===== src/rtl/shift_reg_ctrl_if.sv =====
// Handshake and shift-register bus for shift_reg_ctrl.
//   in_valid_i/in_ready_o/in_data_i  : upstream valid/ready stream
//   flush_i                          : single-cycle drain request
//   out_valid_o/out_ready_i/out_data_o : downstream valid/ready stream
//   sr_we_o/sr_data_o/sr_data_i      : external shift register shift enable, stage-0 input, last-stage tap
//   busy_o/count_o                   : drain in progress, number of held words
// The slave modport is the controller's view; master is the environment's view.
interface shift_reg_ctrl_if #(
  parameter int unsigned Width = 8,
  parameter int unsigned Size  = 4
);
  localparam int unsigned CntW = $clog2(Size + 1);

  logic             in_valid_i;
  logic             in_ready_o;
  logic [Width-1:0] in_data_i;
  logic             flush_i;
  logic             out_valid_o;
  logic             out_ready_i;
  logic [Width-1:0] out_data_o;
  logic             sr_we_o;
  logic [Width-1:0] sr_data_o;
  logic [Width-1:0] sr_data_i;
  logic             busy_o;
  logic [CntW-1:0]  count_o;

  modport slave (
    input  in_valid_i, in_data_i, flush_i, out_ready_i, sr_data_i,
    output in_ready_o, out_valid_o, out_data_o, sr_we_o, sr_data_o, busy_o, count_o
  );

  modport master (
    output in_valid_i, in_data_i, flush_i, out_ready_i, sr_data_i,
    input  in_ready_o, out_valid_o, out_data_o, sr_we_o, sr_data_o, busy_o, count_o
  );
endinterface


===== src/rtl/shift_reg_ctrl.sv =====
// Flow-control sequencer turning a Width x Size write-enable delay line into a
// valid/ready stream stage. A per-stage valid shadow tracks which stages hold
// real words; a flush pushes zero bubbles until every held word is delivered.
// Ports:
//   clk_i : clock, rising edge
//   rst_i : asynchronous active-high reset
//   bus   : shift_reg_ctrl_if.slave (stream, flush, shift register, status)
module shift_reg_ctrl #(
  parameter int unsigned Width = 8,
  parameter int unsigned Size  = 4
) (
  input  logic               clk_i,
  input  logic               rst_i,
  shift_reg_ctrl_if.slave    bus
);

  localparam int unsigned CntW = $clog2(Size + 1);

  typedef enum logic [1:0] {
    IDLE  = 2'd0,
    RUN   = 2'd1,
    DRAIN = 2'd2
  } state_e;

  state_e           state_q, state_d;
  logic [Size-1:0]  vld_q, vld_d;

  logic             room;
  logic             in_ready;
  logic             push;
  logic             pop;
  logic             sr_we;
  logic [Width-1:0] sr_data;
  logic [CntW-1:0]  cnt;

  // Handshake terms and next shadow/state
  always_comb begin
    room     = ~vld_q[Size-1] | bus.out_ready_i;
    in_ready = (state_q != DRAIN) & room;
    // Reset also suppresses the shift so the register sees no stray enable
    push     = bus.in_valid_i & in_ready & ~rst_i;
    pop      = vld_q[Size-1] & bus.out_ready_i;

    sr_we    = 1'b0;
    sr_data  = '0;
    vld_d    = vld_q;
    state_d  = state_q;

    if (state_q == DRAIN) begin
      // Bubble shift; a word at the top leaves with it (room implies ready)
      sr_we = room & (|vld_q);
      if (sr_we) vld_d = {vld_q[Size-2:0], 1'b0};
    end else begin
      sr_we = push;
      if (push) begin
        sr_data = bus.in_data_i;
        vld_d   = {vld_q[Size-2:0], 1'b1};
      end else if (pop) begin
        // Word stays in the register but is no longer live
        vld_d[Size-1] = 1'b0;
      end
    end

    unique case (state_q)
      IDLE:    if (push) state_d = RUN;
      RUN: begin
        if (bus.flush_i)      state_d = DRAIN;
        else if (vld_d == '0) state_d = IDLE;
      end
      DRAIN:   if (vld_d == '0) state_d = IDLE;
      default: state_d = IDLE;
    endcase
  end

  // Population count of the valid shadow
  always_comb begin
    cnt = '0;
    for (int k = 0; k < int'(Size); k++) begin
      cnt = cnt + CntW'(vld_q[k]);
    end
  end

  // State and shadow registers
  always_ff @(posedge clk_i or posedge rst_i) begin
    if (rst_i) begin
      state_q <= IDLE;
      vld_q   <= '0;
    end else begin
      state_q <= state_d;
      vld_q   <= vld_d;
    end
  end

  assign bus.in_ready_o  = in_ready;
  assign bus.out_valid_o = vld_q[Size-1];
  assign bus.out_data_o  = bus.sr_data_i;
  assign bus.sr_we_o     = sr_we;
  assign bus.sr_data_o   = sr_data;
  assign bus.busy_o      = (state_q == DRAIN);
  assign bus.count_o     = cnt;

endmodule


===== src/flat_wrapper.sv =====
// flat-port wrapper written by rule: the top's interface ports become plain ports
module shift_reg_ctrl_flat 
#(
  parameter int unsigned Width = 8,
  parameter int unsigned Size  = 4
)
  (clk_i, rst_i, bus_in_valid_i, bus_in_data_i, bus_flush_i, bus_out_ready_i, bus_sr_data_i, bus_in_ready_o, bus_out_valid_o, bus_out_data_o, bus_sr_we_o, bus_sr_data_o, bus_busy_o, bus_count_o);
  shift_reg_ctrl_if #(.Width(Width), .Size(Size)) bus_i ();
  input  logic clk_i;
  input  logic rst_i;
  input wire logic [$bits(bus_i.in_valid_i)-1:0] bus_in_valid_i;
  input wire logic [$bits(bus_i.in_data_i)-1:0] bus_in_data_i;
  input wire logic [$bits(bus_i.flush_i)-1:0] bus_flush_i;
  input wire logic [$bits(bus_i.out_ready_i)-1:0] bus_out_ready_i;
  input wire logic [$bits(bus_i.sr_data_i)-1:0] bus_sr_data_i;
  output wire logic [$bits(bus_i.in_ready_o)-1:0] bus_in_ready_o;
  output wire logic [$bits(bus_i.out_valid_o)-1:0] bus_out_valid_o;
  output wire logic [$bits(bus_i.out_data_o)-1:0] bus_out_data_o;
  output wire logic [$bits(bus_i.sr_we_o)-1:0] bus_sr_we_o;
  output wire logic [$bits(bus_i.sr_data_o)-1:0] bus_sr_data_o;
  output wire logic [$bits(bus_i.busy_o)-1:0] bus_busy_o;
  output wire logic [$bits(bus_i.count_o)-1:0] bus_count_o;
  assign bus_i.in_valid_i = bus_in_valid_i;
  assign bus_i.in_data_i = bus_in_data_i;
  assign bus_i.flush_i = bus_flush_i;
  assign bus_i.out_ready_i = bus_out_ready_i;
  assign bus_i.sr_data_i = bus_sr_data_i;
  assign bus_in_ready_o = bus_i.in_ready_o;
  assign bus_out_valid_o = bus_i.out_valid_o;
  assign bus_out_data_o = bus_i.out_data_o;
  assign bus_sr_we_o = bus_i.sr_we_o;
  assign bus_sr_data_o = bus_i.sr_data_o;
  assign bus_busy_o = bus_i.busy_o;
  assign bus_count_o = bus_i.count_o;
  shift_reg_ctrl #(.Width(Width), .Size(Size)) u_core (.clk_i(clk_i), .rst_i(rst_i), .bus(bus_i));
endmodule

===== config.mk =====
export PLATFORM = sky130hd
export DESIGN_NAME = shift_reg_ctrl_flat
export DESIGN_NICKNAME = d
export VERILOG_FILES = /design/src/rtl/shift_reg_ctrl_if.sv /design/src/rtl/shift_reg_ctrl.sv /design/src/flat_wrapper.sv
export SDC_FILE = /design/constraint.sdc
export NUM_CORES = 1
export LEC_CHECK = 0
export BUFFER_PORTS_ARGS = -buffer_cell sky130_fd_sc_hd__buf_2
export CORE_MARGIN = 2
export CORE_UTILIZATION = 36
export DETAILED_ROUTE_END_ITERATION = 12
export GPL_ROUTABILITY_DRIVEN = 0
export PLACE_DENSITY = 0.87
export SLEW_MARGIN = 40
export SYNTH_ARGS = -nofsm -noshare
export SYNTH_HDL_FRONTEND = slang
export SYNTH_SLANG_ARGS = --single-unit

===== constraint.sdc =====
create_clock -name clk_i -period 1.85 [get_ports clk_i]
set_clock_uncertainty 0.2 [all_clocks]
set_input_delay 0.185 -clock clk_i [delete_from_list [all_inputs] [get_ports clk_i]]
set_output_delay 0.185 -clock clk_i [all_outputs]
set_load 0.005 [all_outputs]

# --- Word-level counts from Yosys, hierarchy flattened ---
# Cells that the tools add are included.
word_totals:
  register_bits: 6
  inputBits: 21
  output_inout_bits: 23
  wordCells: 32
classes:
  addsub: 3
  n_eq_ne: 4
  muxes: 12
  n_bitwise: 8
  reduce_logical: 3
ops:
  columns: ["cell", "count"]
  rows:
  - ["$mux W8", 2]
  - ["$mux W4", 2]
  - ["$add A3 B1 Y3", 2]
  - ["$mux W2", 3]
  - ["$pmux W2 S3", 1]
  - ["$and A1 B1 Y1", 5]
  - ["$logic_not A4 Y1", 1]
  - ["$reduce_or A4 Y1", 1]
  - ["$mux W1", 3]
  - ["$mux W3", 1]
  - ["$add A1 B1 Y2", 1]
  - ["$eq A2 B1 Y1 const B", 1]
  - ["$eq A2 B2 Y1 const B", 1]
  - ["$logic_not A2 Y1", 1]
  - ["$ne A2 B1 Y1 const B", 1]
  - ["$ne A2 B2 Y1 const B", 1]
  - ["$not A1 Y1", 2]
  - ["$or A1 B1 Y1", 1]

# --- Depth between registers and ports, before layout ---
logic_depth:
  ltp_word: 11
  depth_mapped: 6
  mapped_depth_nobuf: 5

# --- Worst setup path before layout ---
# OpenSTA, ideal clock, no wires.
synth_timing:
  path_type: "flip-flop to output port"
  start: "register u_core.vld_q[0]"
  end: "output bus_count_o[1]"
  arrival_ns: 1.356
  t_required_ns: 1.465
  slack_ns: 0.109
  stages_incl_launch_ff: 5
  path_buffers: 0
  path_cell_list: "dfrtp_1 -> inv_1 -> ha_1 -> fa_1 -> ha_1"
synth_between:
  elab_chain_len: 3
synth_rtl:
  columns: ["element", "line_no", "text"]
  rows:
  - ["from (decl)", "shift_reg_ctrl.sv:26", "logic [Size-1:0] vld_q, vld_d;"]
  - ["from (signal assigned)", "shift_reg_ctrl.sv:90", "vld_q <= vld_d;"]
  - ["$add A1 B1 Y2", "shift_reg_ctrl.sv:79", "cnt = cnt + CntW'(vld_q[k]);"]
  - ["$add A3 B1 Y3 (2 in a row)", "shift_reg_ctrl.sv:79", null]
  - ["to (decl)", "flat_wrapper.sv:22", "output wire logic [$bits(bus_i.count_o)-1:0] bus_count_o;"]
# Every way passes these cells.

# --- Final worst setup path ---
layout_timing:
  start: "register u_core.vld_q[1]"
  end: "output bus_count_o[1]"
# Same word-level chain as after synthesis.

==> flow_summary.json <==
{
  "area_delta_synth_final_pct": 67.1,
  "first_pass_iters": 4,
  "fmax_ghz": 0.487,
  "cts_buffers": 3,
  "holdPathEnd": "u_core.state_q[1]",
  "cts_tree": "yes",
  "worst-endpoint-required_ns": 1.46,
  "clock-sinks": 6,
  "coreArea_um2": 1300,
  "crit_path_end_kind": "primary output",
  "grt_pass1_vias": 486,
  "synth_edf_count": 0,
  "synth_cells": 54,
  "crit_chain": "inv_2, ha_4, fa_2, ha_4, buf_6",
  "dieHeight_um": 41.2,
  "yosys_most_used_dff": "dfrtp_1",
  "status": "finished with violations",
  "vias": 497,
  "cellLeakagePower_uw": 0.000444,
  "htreeDepth": 1,
  "die-area_um2": 1700,
  "drive_above_1_share_pct": 67.0,
  "drc": 0,
  "portBuffers": 27,
  "async_reset_ff_share_pct": 100,
  "r2r_slack_ns": 0.18,
  "reg2reg_from": "u_core.state_q[0]",
  "dp_cells": 90,
  "violations": "setup timing",
  "antenna_found_initial": 0,
  "yosys_warnings": 0,
  "dp_hpwl_um": 853,
  "nets": 115,
  "rows": 13,
  "min-delay-start": "bus_flush_i",
  "synth_most_common_cell": "buf_4",
  "syn-cell-area_um2": 498,
  "io_pins": 44,
  "synth_cell_types": 21,
  "finalInstanceArea_um2": 832,
  "ir_worst_vdd_v": 0.000730,
  "swShare_pct": 36.9,
  "ys_seq_area_share_pct": 30.2,
  "grtUsageTotal_pct": 20.3,
  "crit_top_cell": "ha_4",
  "vias_per_cell": 4.83,
  "hold_depth": 2,
  "postSynthAreaPerCell_um2": 9.22,
  "synth_fp_nets": 79,
  "hold_violations": 0,
  "dp_slack_ns": -0.0293,
  "worstPathArrival_ns": 1.67,
  "hold_path.class": "input pin to flop",
  "ys_top_cells_by_area": "dfrtp_1, buf_4, and2_1",
  "die_w_um": 41.2,
  "layout_min_cycle_time_ns": 2.05,
  "insertion_delay_ns": 0.24,
  "rr_worst_depth": 7,
  "power_switching_uw": 471,
  "ys_top_cells_by_count": "buf_4, and2_1, dfrtp_1",
  "ant_nets": 0,
  "cellPowerDensity_nw_per_um2": 1540,
  "routedWlPerCell_um": 13.5,
  "comb_power_share_pct": 71.0,
  "tightest_slew_ns": 0.265,
  "slew_viol_final": 0,
  "instances_no_fill": 103,
  "cp_slowest_cell": "dfrtp_1",
  "power_uw": 1280,
  "cp-start-kind": "flop",
  "grt_max_degree": 7,
  "drt_iter0_drc": 14,
  "antenna_cells": 0,
  "yosysTopAreaCell": "dfrtp_1",
  "initial_utilization_pct": 38.3,
  "synth_top_area_share_pct": 30.2,
  "slowest_delay_ns": 0.38,
  "place_area_um2": 607,
  "overflow": 0,
  "reg2reg_to": "u_core.vld_q[2]",
  "setup_viol": 3,
  "synth_seq_cells": 6,
  "cellInternalPower_uw": 807,
  "wirelength_um": 1390,
  "cts.clk_slew.worst_paths_ns": 0.04,
  "finalCritPeriodShare_pct": 111,
  "p_clk_share_pct": 9.2,
  "path_class": "flop to primary output",
  "maxCapViolCount": 0,
  "fin_ws_ns": -0.202,
  "rsz0062_at_grt": "true",
  "seqPwrFrac_pct": 19.8,
  "root_buffer": "clkbuf_4",
  "relSlewSlack_pct": 82.2,
  "cts_max_path_buffers": 2,
  "crit_path_max_fanout": 2,
  "grt_first_pass_wirelength_um": 1990
}
repair_timing:
| action | CTS | global route |
|---|---|---|
| hold endpoints to repair | 6 | 0 |
| buffers inserted | 4 | 4 |
| gates cloned | 1 | 0 |
| gates resized for setup | 10 | 19 |
| pin swaps | 4 | 6 |
| endpoints found under the setup margin | 7 | 12 |
| hold buffers | 1 | 0 |
critical path: cells and delay by family, from the launching register on:
family                   cells  cell delay [ns]
adder cells (fa/ha/maj)      3             0.84
flip-flops                   1             0.38
buffers and inverters        2             0.21
routing by layer:
layer / global-route usage (%) / part of all wire (%)
met1: 18.2 / 31
met2: 31.3 / 50
met3: 9.24 / 12
met4: 23.4 / 6.4
met5: 0 / 0
power groups by stage:
stage / clock [uW] / combinational (uW) / sequential, uW
final: 117 / 907 / 253
after global routing: 127 / 996 / 260
after CTS: 122 / 785 / 249
after detailed placement: 0 / 551 / 257
after global placement: 0 / 526 / 251
after floorplan: 0 / 333 / 255
layout make-up:
type / count / area, um2
fillers: 110 / 469
multi-input cells: 34 / 314
repair buffers: 40 / 305
flip-flops and latches: 6 / 150
clock buffers: 3 / 22.5
inverters: 5 / 21.3
well taps: 15 / 18.8
stage by stage:
stage	TNS, ns	hold WS [ns]	utilization [%]
3_5_place_dp	-0.0293	-0.0894	46.6
6_report	-0.404	0.00933	63.9
3_3_place_gp	0	-0.0920	46.6
2_1_floorplan	0	-0.224	-
4_1_cts	-0.368	0.00283	55.5
5_1_grt	-0.770	0.00670	63.9
how the worst max path moves through the flow:
stage	start	end	slack [ns]	depth (start not counted)
after global routing	u_core.vld_q[1]	bus_count_o[1]	-0.24	5
after floorplan	u_core.vld_q[0]	bus_count_o[1]	0.11	4
after detailed placement	u_core.vld_q[1]	bus_count_o[1]	-0.03	5
after CTS	u_core.vld_q[1]	bus_count_o[1]	-0.19	5
after global placement	u_core.vld_q[0]	bus_count_o[1]	0.05	5
final	u_core.vld_q[1]	bus_count_o[1]	-0.20	5
flip-flops by register name (all words and copies together), names as in the netlist:
register	count
u_core.state_q	2
u_core.vld_q	4
cells in the final DEF, fill, tap and decap left out:
master	Yosys	layout
buf_2	0	17
buf_6	0	12
buf_4	9	10
and2_4	0	7
dfrtp_1	6	6
nand2_1	4	4
nor2_1	3	3
clkbuf_4	0	3
nand2b_1	2	2
nand2b_4	2	2
mux2i_1	2	2
inv_2	1	2
inv_1	4	2
ha_4	0	2
and2b_2	0	1
inv_4	0	1
nor3_4	0	1
nor3_1	1	1
a31oi_1	1	1
a211o_1	1	1
a21o_1	1	1
and2_1	8	1
a22o_1	1	1
a21oi_1	1	1
a31o_1	1	1
fa_2	0	1
ha_1	3	1
dlygate4sd3_1	0	1
cell families after synthesis:
logic type,count (synthesis),synth area share (%)
and+or+nand+nor,22,27.9
buffers and inverters,14,17.3
AOI/OAI and AO/OA,6,9.05
DFF,6,30.1
adders and majority gates,4,11.6
muxes,2,4.02
(Power assumes the default switching activity.)
